--- src/rtl/sub_ctrl_pkg.sv ---
// Shared definitions for the bit-serial subtract controller: FSM state encoding
// and the default operand width.
package sub_ctrl_pkg;

  typedef enum logic [1:0] {
    IDLE = 2'd0,
    RUN  = 2'd1,
    DONE = 2'd2
  } state_e;

  localparam int DEFAULT_WIDTH = 8;

endpackage

--- src/rtl/full_sub_gatelevel.sv ---
// One-bit full subtractor built from gate primitives: d = a - b - c,
// borrow set when the slice needs to borrow from the next bit.
module full_sub_gatelevel (
  input  logic a,
  input  logic b,
  input  logic c,
  output logic d,
  output logic borrow
);

  logic axb;
  logic na;
  logic naxb;
  logic t0;
  logic t1;

  xor g_x0 (axb, a, b);
  xor g_x1 (d, axb, c);
  not g_n0 (na, a);
  and g_a0 (t0, na, b);
  not g_n1 (naxb, axb);
  and g_a1 (t1, naxb, c);
  or  g_o0 (borrow, t0, t1);

endmodule

--- src/rtl/serial_sub_ctrl.sv ---
// Bit-serial subtractor controller: shares one full_sub_gatelevel cell across
// WIDTH slices, LSB first, with the borrow held in a flop between slices.
module serial_sub_ctrl
  import sub_ctrl_pkg::*;
#(
  parameter int WIDTH = DEFAULT_WIDTH
) (
  input  logic             clk,
  input  logic             rst,
  input  logic             start,
  input  logic [WIDTH-1:0] a_in,
  input  logic [WIDTH-1:0] b_in,
  input  logic             bin,
  output logic             busy,
  output logic             done,
  output logic [WIDTH-1:0] diff,
  output logic             borrow_out,
  output logic [1:0]       state_o
);

  localparam int CW = (WIDTH > 1) ? $clog2(WIDTH) : 1;
  localparam logic [CW-1:0] LAST = CW'(WIDTH - 1);

  // Handshake: start is a request sampled only while IDLE; the edge that sees
  // start == 1 in IDLE is the accept edge and captures a_in/b_in/bin. There is
  // no back-pressure signal: busy/done report progress and requests made in
  // RUN or DONE are dropped, not queued.
  state_e           state_q;
  logic [WIDTH-1:0] sh_a_q;
  logic [WIDTH-1:0] sh_b_q;
  logic [WIDTH-1:0] sh_d_q;
  logic [WIDTH-1:0] sh_d_d;
  logic [CW-1:0]    cnt_q;
  logic             borrow_q;
  logic [WIDTH-1:0] diff_q;
  logic             borrow_out_q;

  logic cell_d;
  logic cell_borrow;

  full_sub_gatelevel u_cell (
    .a      (sh_a_q[0]),
    .b      (sh_b_q[0]),
    .c      (borrow_q),
    .d      (cell_d),
    .borrow (cell_borrow)
  );

  assign sh_d_d = {cell_d, sh_d_q[WIDTH-1:1]};

  always_ff @(posedge clk or posedge rst) begin
    if (rst) begin
      state_q      <= IDLE;
      sh_a_q       <= '0;
      sh_b_q       <= '0;
      sh_d_q       <= '0;
      cnt_q        <= '0;
      borrow_q     <= 1'b0;
      diff_q       <= '0;
      borrow_out_q <= 1'b0;
    end else begin
      case (state_q)
        IDLE: begin
          if (start) begin
            sh_a_q   <= a_in;
            sh_b_q   <= b_in;
            borrow_q <= bin;
            cnt_q    <= '0;
            state_q  <= RUN;
          end
        end
        RUN: begin
          sh_a_q   <= sh_a_q >> 1;
          sh_b_q   <= sh_b_q >> 1;
          sh_d_q   <= sh_d_d;
          borrow_q <= cell_borrow;
          cnt_q    <= cnt_q + CW'(1);
          // Result registers update only here, so they never show partial sums.
          if (cnt_q == LAST) begin
            diff_q       <= sh_d_d;
            borrow_out_q <= cell_borrow;
            state_q      <= DONE;
          end
        end
        DONE:    state_q <= IDLE;
        default: state_q <= IDLE;
      endcase
    end
  end

  assign busy       = (state_q == RUN);
  assign done       = (state_q == DONE);
  assign diff       = diff_q;
  assign borrow_out = borrow_out_q;
  assign state_o    = state_q;

endmodule

--- config.mk ---
export PLATFORM = sky130hd
export DESIGN_NAME = serial_sub_ctrl
export DESIGN_NICKNAME = d
export VERILOG_FILES = /design/src/rtl/sub_ctrl_pkg.sv /design/src/rtl/full_sub_gatelevel.sv /design/src/rtl/serial_sub_ctrl.sv
export SDC_FILE = /design/constraint.sdc
export NUM_CORES = 1
export LEC_CHECK = 0
export BUFFER_PORTS_ARGS = -buffer_cell sky130_fd_sc_hd__buf_2
export CAP_MARGIN = 20
export CORE_ASPECT_RATIO = 0.6
export CORE_MARGIN = 2
export CORE_UTILIZATION = 54
export DETAILED_ROUTE_END_ITERATION = 12
export PLACE_DENSITY = 0.78
export RECOVER_POWER = 25
export SYNTH_ARGS = -nofsm -noshare
export SYNTH_HDL_FRONTEND = slang
export SYNTH_SLANG_ARGS = --single-unit
--- constraint.sdc ---
create_clock -name clk -period 1.98 [get_ports clk]
set_input_delay 0.099 -clock clk [delete_from_list [all_inputs] [get_ports clk]]
set_output_delay 0.099 -clock clk [all_outputs]
set_load 0.1 [all_outputs]
==> impl_metrics.tcl <==
set metrics [dict create \
    synth_cell_types 29 \
    postCtsSetupRepairBufs 0 \
    multi_input_area_sq_um 711 \
    final_net_count 203 \
    clock_latency_ns 0.29 \
    grt_pass1_wl_microns 5940 \
    route.detailed.drc 0 \
    fin_crit_sh 0.847 \
    wl_per_cell_microns 15.3 \
    via_per_inst 5.47 \
    clk_pin_slew_worst_paths_ns 0.08 \
    cp-end-kind "flop" \
    cts_resized 0 \
    seqCellArea_sq_um 952 \
    ant_nets 0 \
    antenna_cells 0 \
    busiest_layer "met2" \
    synth-seq-cells 38 \
    hold-worst-slack_ns 0.138 \
    die_h_microns 48.7 \
    crit_chain "ha_1 > ha_1 > nand3b_1 > mux2_1" \
    ys_seq_area_frac 0.529 \
    portBuffers 32 \
    antenna_found_initial 0 \
    final.min_clock_period_ns 1.68 \
    die_width_microns 78.5 \
    synth_flop_cell "dfrtp_1" \
    netlist_area_sq_um 1800 \
    first_iter_violations 110 \
    min_path_type "input port to flop" \
    cts_hold_buf 1 \
    synthArstFlopShare 1.00 \
    cts_sinks 38 \
    routed_wl_microns 3460 \
    worst_pin_slew_ns 0.925 \
    num_rows 16 \
    finalSetupViolations 0 \
    core-area_sq_um 3220 \
    grt.overflow.total 0 \
    finalHoldViolCount 0 \
    use_met1 0.279 \
    io-pin-count 33 \
    nFillCells 258 \
    syn_avg_cell_area_sq_um 12.2 \
    slowest_delay_ns 0.39 \
    numCtsBuffers 5 \
    grt_util_met2 0.315 \
    grt_pass1_vias 1273 \
    hpwl_microns 2310 \
    synth_fp_nets 171 \
    ctsHtreeMaxLevel 2 \
    vias 1236 \
    yosysWarnings 0 \
    syn2layout_area_growth_pct 17.5 \
    critPathLaunchType "flop" \
    path_delay_family "flip-flops" \
    cts_tree "yes" \
    met3_usage 0.0560 \
    slew_headroom 0.383 \
    cap_viol_max_count 0 \
    dr.pass1.iters 4 \
    cp.buffers_inverters 0 \
    synth-edff-count 0 \
    rsz0062_at_grt "false" \
    synthCells 148 \
    globalplace.congestion 0.789 \
    crit_top_cell "ha_1" \
    crit_slowest_cell "dfrtp_1" \
    drive_above_1_share 0.287 \
    worstPathRequired_ns 2.15 \
    grt_usage 0.202 \
    crit_arrival_ns 1.85 \
    critPathKind "flop to flop" \
    clock_path_buffers 2 \
    status "finished, final reports clean" \
    report.final.slew_viol_count 0 \
    fmax_ghz 0.596 \
    grt_max_degree 39 \
    root_buffer "clkbuf_8" \
    worst-path-max-fanout 10 \
    clock-skew-final_ns 0.00569 \
    die_area_sq_um 3820 \
    start_util 0.558 \
]
state kept, by name, indices dropped and copies added, names as in the netlist:
name        flops
borrow_q        1
sh_a_q          8
sh_b_q          8
sh_d_q          7
cnt_q           3
borrow_out      1
state_o         2
diff            8
synth_stat cells (all sizes together), types with 2 or more instances:
| library cell | number | area (sq um) |
|---|---|---|
| dfrtp | 38 | 951 |
| inv | 19 | 71.3 |
| mux2 | 16 | 180 |
| nor3b | 13 | 97.6 |
| a211oi | 11 | 82.6 |
| nor4b | 11 | 96.3 |
| buf | 9 | 62.6 |
| nor2b | 6 | 45.0 |
| clkbuf | 3 | 11.3 |
| a221oi | 2 | 17.5 |
| a222oi | 2 | 20.0 |
| a22o | 2 | 17.5 |
| ha | 2 | 25.0 |
| nand2b | 2 | 12.5 |
| nand3b | 2 | 15.0 |
layout make-up:
class / instances / area share
inverters: 19 / 0.0337
multi-input cells: 79 / 0.336
repair buffers: 37 / 0.108
flip-flops and latches: 38 / 0.451
clock buffers: 6 / 0.0391
clock inverters: 2 / 0.00592
well taps: 45 / 0.0266
metal layers:
layer | vias up | part of all wire | routed length, microns
met3 | 6 | 0.045 | 154
met2 | 31 | 0.48 | 1650
met1 | 615 | 0.46 | 1600
met5 | - | 0 | 0
met4 | 0 | 0.014 | 48
li1 | 584 | - | -
path summary, 6_finish.rpt:
| check | from | end | slack (ns) | cells after the start |
|---|---|---|---|---|
| max | cnt_q[0] | diff[0] | 0.30 | 4 |
| min | b_in[7] | sh_b_q[7] | 0.14 | 3 |
| max reg2reg | cnt_q[0] | diff[0] | 0.30 | 4 |
| min reg2reg | diff[3] | diff[3] | 0.49 | 1 |
| max in group asynchronous | rst | state_o[0] | 0.70 | 4 |
| min in group asynchronous | rst | sh_a_q[1] | 0.65 | 4 |
placed cells by master (no fill, tap or decap), drive strengths merged:
cell,count
a211oi,11
a21o,1
a21oi,1
a221oi,2
a222oi,2
a22o,2
buf,35
clkbuf,7
clkinv,1
clkinvlp,1
dfrtp,38
dlygate4sd3,1
fa,1
ha,2
inv,19
mux2,16
mux2i,1
nand2,1
nand2b,2
nand3b,2
nor2,1
nor2b,6
nor3b,13
nor4b,11
nor4bb,1
o21bai,1
o221ai,1
or2,1
worst min-delay path, stage by stage:
cell and delay, ns:
buf_2 0.10, nand3b_1 0.07, o221ai_1 0.11
logic make-up (layout without fill, tap and decap cells):
group | after synthesis | after routing | synth area share
multiplexers | 17 | 17 | 0.106
flip-flops | 38 | 38 | 0.529
AND/OR/NAND/NOR | 38 | 38 | 0.161
AO/OA/AOI/OAI | 21 | 21 | 0.0988
buffers and inverters | 31 | 64 | 0.0807
adder cells (fa/ha/maj) | 3 | 3 | 0.0250
through the flow:
step / util / instance area [sq um] / instances / setup TNS, ns / setup slack, ns
2_1_floorplan: - / 1810 / 148 / -0.0519 / -0.0519
5_1_grt: 0.656 / 2110 / 226 / 0 / 0.203
6_report: 0.656 / 2110 / 226 / 0 / 0.303
3_5_place_dp: 0.624 / 2010 / 217 / 0 / 0.299
3_3_place_gp: 0.624 / 2010 / 217 / 0 / 0.362
4_1_cts: 0.656 / 2120 / 226 / 0 / 0.292
Power is left out: the tool's default activity adds up to more than one toggle a clock period on the data nets, which glitch-free logic cannot reach.
